===== config.mk =====
export PLATFORM = sky130hd
export DESIGN_NAME = apb_slave_regbank
export DESIGN_NICKNAME = d
export VERILOG_FILES = /design/src/rtl/apb_pkg.sv /design/src/rtl/apb_regbank_decode.sv /design/src/rtl/apb_slave_regbank.sv
export SDC_FILE = /design/constraint.sdc
export NUM_CORES = 1
export LEC_CHECK = 0
export ABC_AREA = 1
export CORE_AREA = 2 2 448 450
export CTS_CLUSTER_SIZE = 12
export DETAILED_ROUTE_END_ITERATION = 7
export DIE_AREA = 0 0 450 452
export PLACE_DENSITY_LB_ADDON = 0.15
export REMOVE_ABC_BUFFERS = 1
export SYNTH_ARGS = -nofsm -noshare
export SYNTH_HDL_FRONTEND = slang
export SYNTH_SLANG_ARGS = --single-unit

===== constraint.sdc =====
create_clock -name clk_i -period 2.15 [get_ports clk_i]
set_input_delay 0.43 -clock clk_i [delete_from_list [all_inputs] [get_ports clk_i]]
set_output_delay 0.43 -clock clk_i [all_outputs]
set_load 0.02 [all_outputs]

===== src/rtl/apb_pkg.sv =====
// Shared types and helpers for the APB slave register bank.
package apb_pkg;

  typedef enum logic [1:0] {
    IDLE,
    SETUP,
    ACCESS
  } apb_state_e;

  localparam logic APB_OKAY   = 1'b0;
  localparam logic APB_SLVERR = 1'b1;

  // Byte-offset width of one data word
  function automatic int unsigned addr_lsb(input int unsigned data_w);
    return $clog2(data_w / 8);
  endfunction

endpackage


===== src/rtl/apb_regbank_decode.sv =====
// Address decode: byte address -> register index plus hit/misaligned/read-only flags.
module apb_regbank_decode
  import apb_pkg::*;
#(
  parameter int unsigned         ADDR_W   = 32,
  parameter int unsigned         DATA_W   = 32,
  parameter int unsigned         NUM_REGS = 16,
  parameter logic [NUM_REGS-1:0] RO_MASK  = '0,
  parameter int unsigned         IDX_W    = (NUM_REGS > 1) ? $clog2(NUM_REGS) : 1
) (
  input  logic [ADDR_W-1:0] paddr_i,
  output logic [IDX_W-1:0]  idx_o,
  output logic              hit_o,
  output logic              misaligned_o,
  output logic              ro_hit_o
);

  localparam int unsigned       LSB       = addr_lsb(DATA_W);
  localparam logic [ADDR_W-1:0] NumRegsA  = ADDR_W'(NUM_REGS);

  logic [ADDR_W-1:0] word;

  if (LSB > 0) begin : g_align
    assign misaligned_o = |paddr_i[LSB-1:0];
  end else begin : g_no_align
    assign misaligned_o = 1'b0;
  end

  // Word index, range check and read-only lookup
  always_comb begin
    word     = paddr_i >> LSB;
    idx_o    = word[IDX_W-1:0];
    hit_o    = (word < NumRegsA);
    ro_hit_o = hit_o & RO_MASK[idx_o];
  end

endmodule


===== src/rtl/apb_slave_regbank.sv =====
// APB slave register bank with byte strobes, wait states, PSLVERR and read-only status regs.
module apb_slave_regbank
  import apb_pkg::*;
#(
  parameter int unsigned         ADDR_W      = 32,
  parameter int unsigned         DATA_W      = 32,
  parameter int unsigned         NUM_REGS    = 16,
  parameter int unsigned         WAIT_STATES = 0,
  parameter logic [NUM_REGS-1:0] RO_MASK     = '0,
  parameter logic [DATA_W-1:0]   RESET_VAL   = '0
) (
  input  logic                         clk_i,
  input  logic                         rst_ni,
  input  logic [ADDR_W-1:0]            paddr_i,
  input  logic                         pselx_i,
  input  logic                         penable_i,
  input  logic                         pwrite_i,
  input  logic [DATA_W-1:0]            pwdata_i,
  input  logic [DATA_W/8-1:0]          pstrb_i,
  output logic                         pready_o,
  output logic [DATA_W-1:0]            prdata_o,
  output logic                         pslverr_o,
  input  logic [NUM_REGS*DATA_W-1:0]   ro_in_i,
  output logic [NUM_REGS*DATA_W-1:0]   reg_q_o,
  output logic [NUM_REGS-1:0]          wr_pulse_o
);

  localparam int unsigned NB    = DATA_W / 8;
  localparam int unsigned IDX_W = (NUM_REGS > 1) ? $clog2(NUM_REGS) : 1;

  apb_state_e          state_q, state_d;
  logic [3:0]          wait_cnt_q, wait_cnt_d;
  logic [IDX_W-1:0]    idx_q, idx_d;
  logic                write_q, write_d;
  logic                err_q, err_d;
  logic                ro_q, ro_d;
  logic [DATA_W-1:0]   wdata_q, wdata_d;
  logic [NB-1:0]       strb_q, strb_d;
  logic [DATA_W-1:0]   prdata_q, prdata_d;
  logic [NUM_REGS-1:0] wr_pulse_q, wr_pulse_d;
  logic                wr_en;

  logic [IDX_W-1:0]    dec_idx;
  logic                dec_hit, dec_misaligned, dec_ro_hit;

  logic [NUM_REGS*DATA_W-1:0] reg_flat;
  logic [DATA_W-1:0]          rd_word;

  apb_regbank_decode #(
    .ADDR_W   (ADDR_W),
    .DATA_W   (DATA_W),
    .NUM_REGS (NUM_REGS),
    .RO_MASK  (RO_MASK),
    .IDX_W    (IDX_W)
  ) u_decode (
    .paddr_i      (paddr_i),
    .idx_o        (dec_idx),
    .hit_o        (dec_hit),
    .misaligned_o (dec_misaligned),
    .ro_hit_o     (dec_ro_hit)
  );

  // Read source for the captured index: live status input or stored register
  always_comb begin
    rd_word = ro_q ? ro_in_i[idx_q*DATA_W +: DATA_W] : reg_flat[idx_q*DATA_W +: DATA_W];
  end

  // Outputs depend only on registered state
  assign pready_o   = (state_q == ACCESS) && (wait_cnt_q == 4'd0);
  assign pslverr_o  = pready_o ? err_q : APB_OKAY;
  assign prdata_o   = prdata_q;
  assign reg_q_o    = reg_flat;
  assign wr_pulse_o = wr_pulse_q;

  // FSM next-state, transfer capture and write commit decision
  always_comb begin
    state_d    = state_q;
    wait_cnt_d = wait_cnt_q;
    idx_d      = idx_q;
    write_d    = write_q;
    err_d      = err_q;
    ro_d       = ro_q;
    wdata_d    = wdata_q;
    strb_d     = strb_q;
    prdata_d   = prdata_q;
    wr_en      = 1'b0;
    unique case (state_q)
      IDLE: begin
        prdata_d = '0;
        if (pselx_i && !penable_i) begin
          state_d = SETUP;
          idx_d   = dec_idx;
          write_d = pwrite_i;
          wdata_d = pwdata_i;
          strb_d  = pstrb_i;
          ro_d    = dec_ro_hit;
          err_d   = (dec_misaligned || !dec_hit || (pwrite_i && dec_ro_hit)) ?
                    APB_SLVERR : APB_OKAY;
        end
      end
      SETUP: begin
        state_d    = ACCESS;
        wait_cnt_d = 4'(WAIT_STATES);
        if (!write_q) prdata_d = err_q ? '0 : rd_word;
      end
      ACCESS: begin
        if (!pselx_i) begin
          // Master abandoned the transfer: no write, no response
          state_d    = IDLE;
          wait_cnt_d = 4'd0;
          prdata_d   = '0;
        end else if (wait_cnt_q != 4'd0) begin
          wait_cnt_d = wait_cnt_q - 4'd1;
        end else if (penable_i) begin
          state_d  = IDLE;
          prdata_d = '0;
          wr_en    = write_q && !err_q;
        end
      end
      default: state_d = IDLE;
    endcase
    wr_pulse_d = wr_en ? (NUM_REGS'(1) << idx_q) : '0;
  end

  // Control and transfer state registers
  always_ff @(posedge clk_i or negedge rst_ni) begin
    if (!rst_ni) begin
      state_q    <= IDLE;
      wait_cnt_q <= 4'd0;
      idx_q      <= '0;
      write_q    <= 1'b0;
      err_q      <= APB_OKAY;
      ro_q       <= 1'b0;
      wdata_q    <= '0;
      strb_q     <= '0;
      prdata_q   <= '0;
      wr_pulse_q <= '0;
    end else begin
      state_q    <= state_d;
      wait_cnt_q <= wait_cnt_d;
      idx_q      <= idx_d;
      write_q    <= write_d;
      err_q      <= err_d;
      ro_q       <= ro_d;
      wdata_q    <= wdata_d;
      strb_q     <= strb_d;
      prdata_q   <= prdata_d;
      wr_pulse_q <= wr_pulse_d;
    end
  end

  for (genvar i = 0; i < NUM_REGS; i++) begin : g_reg
    if (RO_MASK[i]) begin : g_ro
      assign reg_flat[i*DATA_W +: DATA_W] = '0;
    end else begin : g_rw
      logic [DATA_W-1:0] r_q;
      // Byte-strobed update on write commit
      always_ff @(posedge clk_i or negedge rst_ni) begin
        if (!rst_ni) begin
          r_q <= RESET_VAL;
        end else if (wr_en && (idx_q == IDX_W'(i))) begin
          for (int b = 0; b < NB; b++) begin
            if (strb_q[b]) r_q[8*b +: 8] <= wdata_q[8*b +: 8];
          end
        end
      end
      assign reg_flat[i*DATA_W +: DATA_W] = r_q;
    end
  end

endmodule


Yosys cells after proc, flatten, opt, wreduce, memory -nomap -nowiden

Memory sizes are Yosys's and may differ from the RTL's.
Cells that the tools add are included.

Bits in registers: 609
Bits in read-only memories: 16
Input port bits: 585
Output and inout port bits: 562
Logic and storage cells: 227
Memories kept: 1

Memories:

| name            | words | width | read ports | clocked after memory_dff | write ports | RTL line                 | RTL |
|---|---|---|---|---|---|---|---|
| (no name shown) | 16    | 1     | 1          | 0                        | 0           | apb_regbank_decode.sv:34 | `ro_hit_o = hit_o & RO_MASK[idx_o];` |

$add $sub $neg: 1
$lt $le $gt $ge: 2
Equality and inequality tests: 22
Shift-type cells: 3
Mux-type cells: 23
Bitwise operators: 1
Reduce and logical (&&, ||, !) cells: 100

Operator list:

| cell                                                                   | count |
|---|---|
| 512-bit by 10-bit variable part select with 32-bit output              | 2 |
| 32-bit two-way mux                                                     | 6 |
| 2-bit AND reduction                                                    | 66 |
| 32-bit one-hot mux with 3 select lines                                 | 1 |
| 4-bit == test (second input constant)                                  | 8 |
| 30-bit by 5-bit < comparator with 1-bit output (second input constant) | 1 |
| 1-bit logical AND                                                      | 20 |
| 4-bit by 3-bit == test with 1-bit output (second input constant)       | 4 |
| 16-bit two-way mux                                                     | 1 |
| 1-bit by 4-bit left shift with 16-bit output (first input constant)    | 1 |
| 4-bit by 2-bit == test with 1-bit output (second input constant)       | 2 |
| 4-bit zero test                                                        | 2 |
| 2-bit two-way mux                                                      | 4 |
| 4-bit two-way mux                                                      | 2 |
| 4-bit one-hot mux with 2 select lines                                  | 1 |
| 1-bit two-way mux                                                      | 7 |
| 3-bit inequality test (second input constant)                          | 2 |
| 2-bit one-hot mux with 3 select lines                                  | 1 |
| 4-bit by 5-bit < comparator with 1-bit output (second input constant)  | 1 |
| 4-bit by 1-bit == test with 1-bit output (second input constant)       | 1 |
| 2-bit inequality test (second input constant)                          | 2 |
| 4-bit AND reduction                                                    | 1 |
| 4-bit nonzero test                                                     | 1 |
| 4-bit by 1-bit subtractor with 4-bit output (second input constant)    | 1 |
| other kinds (11)                                                       | 14 |

Depth between registers and ports, before layout

Gate-level depths: netlist (run 1).

Word-level depth: 8
Mapped depth: 12
Gate-level depth less buffers: 9

Cells and area by module

From an unflattened synthesis (run 1), not the netlist that was laid out.

Cells, all modules: 5505
Area total of the unflattened synthesis: 35640.4 sq um

By module, submodules not included:

| module             | instances | cells each | area each (sq um) | sequential area each (sq um) |
|---|---|---|---|---|
| apb_slave_regbank  | 1         | 5473       | 35494.0           | 15239.6 |
| apb_regbank_decode | 1         | 32         | 146.4             | 0.0 |

Least setup slack after synthesis (run 1)

No wires, ideal clock.

Path kind: reg-to-reg
Start: register state_q[0]
End: register g_reg[6].g_rw.r_q[22]
Library setup time: 0.117 ns
Arrival time: 1.815 ns
Required time: 2.033 ns
Path slack: 0.218 ns
Cell stages (with the launch flop): 11
Buffers on the path: 3
Clock period less this slack: 1.932 ns
Cell sequence: dfrtp_1 inv_1 ha_1 nand2_2 nor3_4 buf_4 buf_12 nand3_4 buf_2 o21ai_1 inv_1

Cells in the longest elaborated chain, start to end: 4

RTL lines:

| what                           | RTL line                 | RTL |
|---|---|---|
| start: declaration             | apb_slave_regbank.sv:31  | `apb_state_e state_q, state_d;` |
| start signal: assignment       | apb_slave_regbank.sv:139 | `state_q <= state_d;` |
| 2-bit == test                  | apb_slave_regbank.sv:87  | `unique case (state_q)` |
| 1-bit two-way mux              | apb_slave_regbank.sv:87  |  |
| 1-bit logical AND              | apb_slave_regbank.sv:161 | `end else if (wr_en && (idx_q == IDX_W'(i))) begin` |
| 2-bit AND reduction (no line)  | -                        |  |
| end signal: indexed assignment | apb_slave_regbank.sv:163 | `if (strb_q[b]) r_q[8*b +: 8] <= wdata_q[8*b +: 8];` |
| end: declaration               | apb_slave_regbank.sv:156 | `logic [DATA_W-1:0] r_q;` |

No other way between the ends.
A chain may end at the register's enable or synchronous reset.

Worst setup path in the final report (run 1)

Start: register wait_cnt_q[1]
End: output pslverr_o

Cells in the longest elaborated chain, start to end: 3

RTL lines:

| what                     | RTL line                 | RTL |
|---|---|---|
| start: declaration       | apb_slave_regbank.sv:32  | `logic [3:0] wait_cnt_q, wait_cnt_d;` |
| start signal: assignment | apb_slave_regbank.sv:140 | `wait_cnt_q <= wait_cnt_d;` |
| 4-bit zero test          | apb_slave_regbank.sv:69  | `assign pready_o = (state_q == ACCESS) && (wait_cnt_q == 4'd0);` |
| 1-bit logical AND        | apb_slave_regbank.sv:69  |  |
| 1-bit two-way mux        | apb_slave_regbank.sv:70  | `assign pslverr_o = pready_o ? err_q : APB_OKAY;` |
| end: declaration         | apb_slave_regbank.sv:22  | `output logic pslverr_o,` |

No other way between the ends.

==> impl_metrics.tcl, run 1 <==
set metrics [dict create \
    status "complete, but fails checks" \
    failed_checks "setup timing" \
    dpl.hpwl_um 117000 \
    postPlaceCellArea_mm2 0.0429 \
    fin_crit_ps 2290 \
    cts_tree "done" \
    grt_max_degree 89 \
    core_area_mm2 0.199 \
    ys_warn_count 0 \
    worst_pin_slew_ps 1280 \
    postSynthCellCount 4451 \
    root_buffer "clkbuf_16" \
    vias 30200 \
    power_density_mw_per_mm2 930 \
    drtIter0Drc 1572 \
    dp_slack_ps -324 \
    drive_above_1_share_pct 18.5 \
    die_area_mm2 0.203 \
    cp.arrival_ps 1860 \
    critPathTopFamily "flip-flops" \
    fin_cells 7955 \
    rsz0062_at_grt "true" \
    max_slew_margin_pct 14.6 \
    final_cell_area_mm2 0.0487 \
    synth_sequential_area_ratio_pct 48.6 \
    p_int_uw 25300 \
    path_clk_slew_ps 60 \
    grt_pass1_wl_um 231000 \
    crit_chain "inv_2, ha_4, nand3_4, buf_6, nor3_4, buf_12" \
    pwr-share-comb_pct 35.9 \
    layout.nets 5817 \
    required_ps 1720 \
    total_power_uw 45300 \
    synth.distinct_cells 30 \
    final_antenna_net_count 0 \
    antenna_found_initial 15 \
    routed_wl_um 175000 \
    critical_path.max_stage_delay_ps 410 \
    min_path_type "in2async" \
    avgViaCountPerCell 3.80 \
    ys_ff_latch 608 \
    layout-area-overhead-vs-synth_pct 55.4 \
    path_buf_inv 3 \
    die_h_um 452 \
    crit_type "reg2out" \
    max_freq_ghz 0.437 \
    first_pass_iters 5 \
    port_buffers 634 \
    clkLatencyLatePin_ps 740 \
    end_kind "primary output" \
    ctsHtreeMaxLevel 3 \
    finalClockSkew_ps 49.3 \
    cts_buffers 86 \
    hold_viol_final 0 \
    pwr-share-seq_pct 31.9 \
    clock_power_share_pct 32.2 \
    placed_cells 7724 \
    start_kind "register" \
    ios 1147 \
    grt_pass1_vias 28600 \
    synth.avg_cell_area_um2 7.04 \
    layout_commonest_cell "nand2_1" \
    drv_cap 0 \
    final_cell_mix "nand2_1 (1629), inv_1 (1034), dfrtp_1 (606)" \
    cp_max_fo 3 \
    netSwitchingFraction_pct 44.1 \
    syn-cell-area_mm2 0.0313 \
    die_x_um 450 \
    cts_buffer_depth 3 \
    place_congestion 0.776 \
    avgRoutedWirePerCell_um 22.0 \
    netSwitchingPower_uw 20000 \
    nFillCells 22200 \
    grt.overflow.total 0 \
    initial_core_util_pct 15.8 \
    r2r_slack_ps -120 \
    numClockSinks 608 \
    grt_use_total_pct 16.0 \
    setup_viol 380 \
    p_leak_uw 0.0232 \
    num_rows 164 \
    critPathSlowestCell "dfrtp_1" \
    fin_ws_ps -140 \
    ir_worst_vdd_mv 0.724 \
    drc 0 \
    drv_slew 0 \
    finalCritPeriodShare_pct 106 \
]
## final timing paths
kind / startpoint / endpoint / cells past startpoint
worst min register to register: prdata_o[20]$_DFFE_PN0P_ / prdata_o[20]$_DFFE_PN0P_ / 2
worst max register to register: wait_cnt_q[1]$_DFFE_PN0P_ / g_reg[11].g_rw.r_q[14]$_DFFE_PN0P_ / 13
min in group clk_i: paddr_i[5] / idx_q[3]$_DFFE_PN0P_ / 3
worst max-delay path: wait_cnt_q[1]$_DFFE_PN0P_ / pslverr_o / 6
max in group asynchronous: rst_ni / state_q[1]$_DFFE_PN0P_ / 3
worst min-delay path: rst_ni / g_reg[10].g_rw.r_q[8]$_DFFE_PN0P_ / 2
## worst reg2reg max path, cell delays in order (launching register included)
cell and delay (ps):
dfrtp_1 410, inv_2 80, ha_4 150, nand3_4 70, buf_6 130, buf_6 110
nor3_4 160, buf_12 190, buf_8 140, clkbuf_16 150, nand3_4 130, buf_12 250
o21ai_1 120, inv_1 60
## power groups by stage
stage               clock, µW  combinational (µW)  sequential [µW]
finish                  14600               16200            14500
global route            15600               18300            14600
CTS                     15200               16400            14000
detailed placement          0               16100            14100
global placement            0               16200            14100
floorplan                   0                5750            13600
## layer usage
metal | vias up | share of wire, % | global-route usage [%]
li1 | 14700 | - | -
met1 | 14700 | 42 | 19.7
met2 | 601 | 51 | 28.6
met3 | 184 | 3.8 | 2.55
met4 | 2 | 2.9 | 4.90
met5 | - | 0.0092 | 0
## through the flow
step / util, % / hold slack [ps] / TNS [ps]
4_1_cts: 23.1 / 107 / -32990
2_1_floorplan: - / 134 / -3339000
3_3_place_gp: 21.6 / 351 / -79280
6_report: 24.5 / 162 / -19120
3_5_place_dp: 21.6 / 346 / -88100
5_1_grt: 24.5 / 120 / -72920
## registers in the layout (all words and copies together) (netlist names)
signal	cells
wait_cnt_q	4
g.g_rw.r_q	512
wdata_q	32
prdata_o	32
write_q	1
wr_pulse_o	16
state_q	2
idx_q	4
strb_q	4
err_q	1
## Yosys cell counts
library cell  count  area share [%]
clkbuf_1        145             1.7
ha_1              4            0.16
nand2_4           1           0.036
nand3_1          47            0.75
nand3_4          20             1.1
buf_4             7            0.17
buf_6             3            0.11
buf_12            2            0.13
o21ai_0         483             7.7
inv_4             1           0.020
o31ai_1           1           0.024
nor2_4            1           0.036
o21ai_1         161             2.6
nor2_1           49            0.59
nor2_2            5            0.10
nand2_2           1           0.020
inv_1          1042              12
nand2_1        1751              21
mux2_2           37             1.3
a22oi_1           1           0.024
nor3_1            4           0.064
buf_1            12            0.14
a21oi_1           6           0.096
nor3_4            1           0.052
xor2_1            1           0.028
buf_2            49            0.78
nand4_1           5            0.10
or2_2             1           0.020
nand3_2           2           0.064
dfrtp_1         608              49
## cells by family (layout without fill, tap and decap cells)
family,after synthesis,after routing,share of synthesized area (%)
compound gates,652,652,10.4
xor+xnor,1,1,0.0280
fa+ha+maj,4,4,0.160
buf+inv,1261,2103,15.6
flops,608,608,48.6
mux,37,37,1.33
other cells,0,4,0
simple gates,1888,1890,23.9
## layout make-up
class,count,area [µm²],share of cell area (%)
multi-input cells,2584,13500,27.7
diodes,4,10.0,0.0206
clock inverters,26,259,0.532
inverters,1043,3930,8.07
clock buffers,129,2510,5.15
repair buffers,905,9930,20.4
flip-flops and latches,608,15200,31.3
well taps,2656,3320,6.83
## repair_timing
item                                    in CTS  in global routing
pin swaps                                    6                  2
gates resized for setup                    667                745
gates cloned                                 9                 32
endpoints found under the setup margin     803                571
buffers inserted                            24                 15
hold buffers                                 1                  0
endpoints found under the hold margin      146                  0
Power figures use the tool's default switching activity.
==> inputs of run 2 (changes only) <==
CELL_PAD_IN_SITES_DETAIL_PLACEMENT = 0   (was unset)
CELL_PAD_IN_SITES_GLOBAL_PLACEMENT = 2   (was unset)
CTS_BUF_LIST = sky130_fd_sc_hd__clkbuf_4 sky130_fd_sc_hd__clkbuf_8 sky130_fd_sc_hd__clkbuf_16   (was unset)
==> impl_metrics.tcl, run 2 (same netlist as run 1, synthesis figures left out) <==
set metrics [dict create \
    initial_core_util_pct 15.8 \
    finalClockSkew_ps 23.5 \
    cts_buffer_depth 3 \
    layout_commonest_cell "nand2_1" \
    setup_viol 73 \
    ir_worst_vdd_mv 0.684 \
    status "complete, but fails checks" \
    cts_buffers 90 \
    grt_use_total_pct 16.5 \
    layout-area-overhead-vs-synth_pct 55.1 \
    placed_cells 7733 \
    vias 29900 \
    drv_slew 0 \
    grt_pass1_wl_um 236000 \
    num_rows 164 \
    crit_type "reg2out" \
    numClockSinks 608 \
    final_antenna_net_count 0 \
    hold_slack_ps 239 \
    avgViaCountPerCell 3.76 \
    fin_ws_ps -122 \
    drtIter0Drc 1583 \
    ios 1147 \
    tns_ps -1470 \
    fin_cells 7967 \
    clkLatencyLatePin_ps 720 \
    root_buffer "clkbuf_16" \
    antenna_found_initial 15 \
    drv_cap 0 \
    max_freq_ghz 0.440 \
    max_slew_margin_pct 22.3 \
    critical_path.max_stage_delay_ps 390 \
    place_congestion 0.735 \
    cp.arrival_ps 1840 \
    critPathSlowestCell "dfrtp_1" \
    port_buffers 634 \
    dp_slack_ps -325 \
    cp_max_fo 3 \
    crit_chain "inv_2, ha_4, buf_6, inv_2, nor3_4, buf_12" \
    grt_max_degree 87 \
    path_buf_inv 4 \
    min_path_type "in2async" \
    grt.overflow.total 0 \
    start_kind "register" \
    die_h_um 452 \
    first_pass_iters 5 \
    ctsHtreeMaxLevel 3 \
    end_kind "primary output" \
    final_cell_area_mm2 0.0486 \
    finalCritPeriodShare_pct 106 \
    critPathTopFamily "flip-flops" \
    drc 0 \
    crit_top_cell "inv_2" \
    power_density_mw_per_mm2 956 \
    path_clk_slew_ps 60 \
    routed_wl_um 185000 \
    largest_reg_flops 512 \
    layout.nets 5826 \
    rsz0062_at_grt "true" \
    die_area_mm2 0.203 \
    cts_tree "done" \
    regMostFlops "g.g_rw.r_q" \
    worst_pin_slew_ps 1170 \
    dpl.hpwl_um 120000 \
    nFillCells 22300 \
    p_leak_uw 0.0233 \
    postPlaceCellArea_mm2 0.0431 \
    grt_pass1_vias 28600 \
    hold_viol_final 0 \
    fin_crit_ps 2270 \
    failed_checks "setup timing" \
    drive_above_1_share_pct 17.1 \
    die_x_um 450 \
    final_cell_mix "nand2_1 (1650), inv_1 (1034), dfrtp_1 (606)" \
    avgRoutedWirePerCell_um 23.3 \
    core_area_mm2 0.199 \
    required_ps 1720 \
]
-- run 2: area by class of cell --
cell class / count / area, µm² / area share [%]
well taps: 2656 / 3320 / 6.84
clock buffers: 130 / 2700 / 5.55
repair buffers: 912 / 10100 / 20.8
clock inverters: 27 / 353 / 0.726
diodes: 9 / 22.5 / 0.0463
inverters: 1043 / 3930 / 8.09
multi-input cells: 2582 / 12900 / 26.6
flip-flops and latches: 608 / 15200 / 31.3
-- run 2: path summary, 6_finish.rpt --
kind | to | start | slack [ps] | cells past startpoint
setup / recovery | pslverr_o | state_q[0]$_DFFE_PN0P_ | -120 | 6
hold / removal | g_reg[1].g_rw.r_q[9]$_DFFE_PN0P_ | rst_ni | 240 | 2
setup reg to reg | g_reg[8].g_rw.r_q[7]$_DFFE_PN0P_ | wait_cnt_q[0]$_DFFE_PN0P_ | -60 | 13
hold reg to reg | prdata_o[1]$_DFFE_PN0P_ | prdata_o[1]$_DFFE_PN0P_ | 470 | 2
max in group asynchronous | g_reg[14].g_rw.r_q[27]$_DFFE_PN0P_ | rst_ni | 1090 | 3
min in group clk_i | idx_q[2]$_DFFE_PN0P_ | paddr_i[4] | 310 | 3
-- run 2: power by group --
group	leakage [µW]	switching [µW]	internal (µW)
Combinational	0.0161	11500	5070
Sequential	0.00572	2290	11800
Clock	0.00153	6190	9610
-- run 2: metrics by stage --
stage | utilization [%] | power (µW)
2_1_floorplan | - | 19400
3_3_place_gp | 21.7 | 30600
3_5_place_dp | 21.7 | 30400
4_1_cts | 23.0 | 47000
5_1_grt | 24.5 | 49800
6_report | 24.5 | 46500
-- run 2: routing by layer --
metal / GRT usage (%) / share of wire (%)
met3: 2.82 / 3.7
met5: 0 / 0
met1: 20.7 / 44
met2: 28.2 / 49
met4: 6.17 / 3.0
-- run 2: worst register-to-register path, cell delays in order, from the launching register on --
cell       delay (ps)
dfrtp_1           400
inv_2              80
ha_4              140
nand3_4            70
buf_4             150
nor3_4            140
buf_6             160
buf_12            170
clkbuf_16         190
buf_4             110
nand3_4            60
buf_12            210
o21ai_1           150
inv_1              50
-- run 2: repair_timing --
action | CTS | global route
resized for setup | 580 | 691
pin swaps | 4 | 4
gates cloned | 0 | 47
hold buffers | 1 | 0
hold endpoints to repair | 274 | 0
endpoints found under the setup margin | 668 | 274
setup buffers | 5 | 15
==> inputs of run 3 (changes only) <==
--- a/config.mk
+++ b/config.mk
@@ -15,2 +15,3 @@
 export DIE_AREA = 0 0 450 452
+export GPL_TIMING_DRIVEN = 0
 export PLACE_DENSITY_LB_ADDON = 0.15
--- a/constraint.sdc
+++ b/constraint.sdc
@@ -3,2 +3,2 @@
 set_output_delay 0.43 -clock clk_i [all_outputs]
-set_load 0.02 [all_outputs]
+set_load 0.1 [all_outputs]
==> impl_metrics.tcl, run 3 (same netlist as run 1, synthesis figures left out) <==
set metrics [dict create \
    status "complete, but fails checks" \
    failed_checks "setup timing" \
    cts_tree "done" \
    critPathSlowestCell "dfrtp_1" \
    max_freq_ghz 0.419 \
    cp_max_fo 4 \
    clock_power_share_pct 31.5 \
    start_kind "register" \
    antenna_found_initial 15 \
    hold_viol_final 0 \
    first_pass_iters 5 \
    path_clk_slew_ps 60 \
    final_antenna_net_count 0 \
    grt_use_total_pct 18.3 \
    port_buffers 634 \
    core_area_mm2 0.199 \
    critPathTopFamily "buffers and inverters" \
    fin_util_pct 25.9 \
    p_leak_uw 0.0252 \
    worst_pin_slew_ps 1300 \
    setup_viol 589 \
    numClockSinks 608 \
    routed_wl_um 204000 \
    drv_cap 0 \
    path_buf_inv 8 \
    final_cell_mix "nand2_1 (1624), inv_1 (1034), dfrtp_1 (602)" \
    total_power_uw 53400 \
    required_ps 2770 \
    end_kind "register" \
    drtIter0Drc 1492 \
    ios 1147 \
    die_area_mm2 0.203 \
    clkLatencyLatePin_ps 740 \
    grt_pass1_vias 29800 \
    finalCritPeriodShare_pct 111 \
    fin_crit_ps 2390 \
    dpl.hpwl_um 117000 \
    layout_commonest_cell "nand2_1" \
    drc 0 \
    critical_path.max_stage_delay_ps 400 \
    cp.arrival_ps 3000 \
    ir_worst_vdd_mv 0.840 \
    layout-area-overhead-vs-synth_pct 63.9 \
    drive_above_1_share_pct 28.0 \
    place_congestion 0.717 \
    ctsHtreeMaxLevel 3 \
    rsz0062_at_grt "true" \
    initial_core_util_pct 15.8 \
    p_int_uw 29500 \
    crit_chain "inv_2, ha_4, nand3_4, nor3_4, clkbuf_16, buf_12, buf_16, buf_12, buf_12, nand3_4, buf_4, o21ai_0, inv_1" \
    netSwitchingPower_uw 23900 \
    grt.overflow.total 0 \
    cts_buffers 93 \
    crit_top_cell "buf_12" \
    fin_ws_ps -236 \
    tns_ps -53970 \
    grt_pass1_wl_um 258000 \
    pwr-share-comb_pct 39.5 \
    cts_buffer_depth 3 \
    die_h_um 452 \
    regMostFlops "g.g_rw.r_q" \
    num_rows 164 \
    vias 30500 \
    layout.nets 5880 \
    crit_type "reg2reg" \
    nFillCells 21900 \
    die_x_um 450 \
    largest_reg_flops 512 \
    finalClockSkew_ps 28.6 \
    netSwitchingFraction_pct 44.8 \
    max_slew_margin_pct 13.4 \
    pwr-share-seq_pct 29.1 \
    min_path_type "in2async" \
    root_buffer "clkbuf_16" \
    grt_max_degree 95 \
    avgRoutedWirePerCell_um 25.4 \
    drv_slew 0 \
    power_density_mw_per_mm2 1040 \
    avgViaCountPerCell 3.80 \
]
-- run 3: through the flow --
| step | std cells | worst slack (ps) | hold WS (ps) | area, µm² |
|---|---|---|---|---|
| after global placement | 7523 | -33870 | 464 | 40000 |
| after CTS | 7924 | -273 | 13.8 | 48600 |
| after floorplan | 4233 | -6610 | 134 | 30400 |
| after detailed placement | 7560 | -3980 | 371 | 41000 |
| after global routing | 8028 | -341 | 66.3 | 51400 |
| final | 8032 | -236 | 56.4 | 51400 |
-- run 3: power by group through the flow --
stage	Combinational [µW]	Sequential, µW	Clock (µW)
final	21100	15500	16800
after global routing	23000	15800	17800
after CTS	18700	15300	17500
after detailed placement	14700	15200	0
after global placement	6810	15600	0
after floorplan	5870	13600	0
-- run 3: what timing repair did --
| item | in CTS | in global routing |
|---|---|---|
| pin swaps | 71 | 100 |
| resized for setup | 2084 | 516 |
| hold endpoints to repair | 55 | 0 |
| buffers inserted | 149 | 61 |
| setup endpoints to repair | 1141 | 1075 |
| hold buffers | 10 | 0 |
| cloned | 34 | 39 |
-- run 3: final timing paths --
| check | endpoint | slack (ps) | depth (start not counted) | start |
|---|---|---|---|---|
| setup / recovery | g_reg[10].g_rw.r_q[18]$_DFFE_PN0P_ | -240 | 13 | wait_cnt_q[0]$_DFFE_PN0P_ |
| hold / removal | g_reg[7].g_rw.r_q[20]$_DFFE_PN0P_ | 60 | 5 | rst_ni |
| setup reg to reg | g_reg[10].g_rw.r_q[18]$_DFFE_PN0P_ | -240 | 13 | wait_cnt_q[0]$_DFFE_PN0P_ |
| hold reg to reg | prdata_o[18]$_DFFE_PN0P_ | 480 | 2 | prdata_o[18]$_DFFE_PN0P_ |
| max in group asynchronous | wdata_q[31]$_DFFE_PN0P_ | 610 | 7 | rst_ni |
| min in group clk_i | idx_q[1]$_DFFE_PN0P_ | 280 | 3 | paddr_i[3] |
-- run 3: layer usage --
metal / vias up / track usage, % / part of all wire [%]
li1: 14900 / - / -
met2: 599 / 32.0 / 50
met5: - / 0 / 0.0054
met4: 2 / 6.62 / 3.4
met1: 14800 / 22.4 / 42
met3: 226 / 3.15 / 4.0
-- run 3: worst min-delay path: stages --
cell and delay (ps):
buf_8 80, buf_16 100, buf_16 110, buf_16 160, buf_16 280
-- run 3: layout make-up --
cell class / instances / area, µm² / share of cell area (%)
well taps: 2656 / 3320 / 6.47
inverters: 1043 / 3970 / 7.72
repair buffers: 940 / 12100 / 23.6
flip-flops and latches: 608 / 15200 / 29.6
diodes: 9 / 22.5 / 0.0438
multi-input cells: 2601 / 13400 / 26.0
clock inverters: 23 / 320 / 0.624
repair inverters: 4 / 51.3 / 0.0999
clock buffers: 148 / 2980 / 5.79
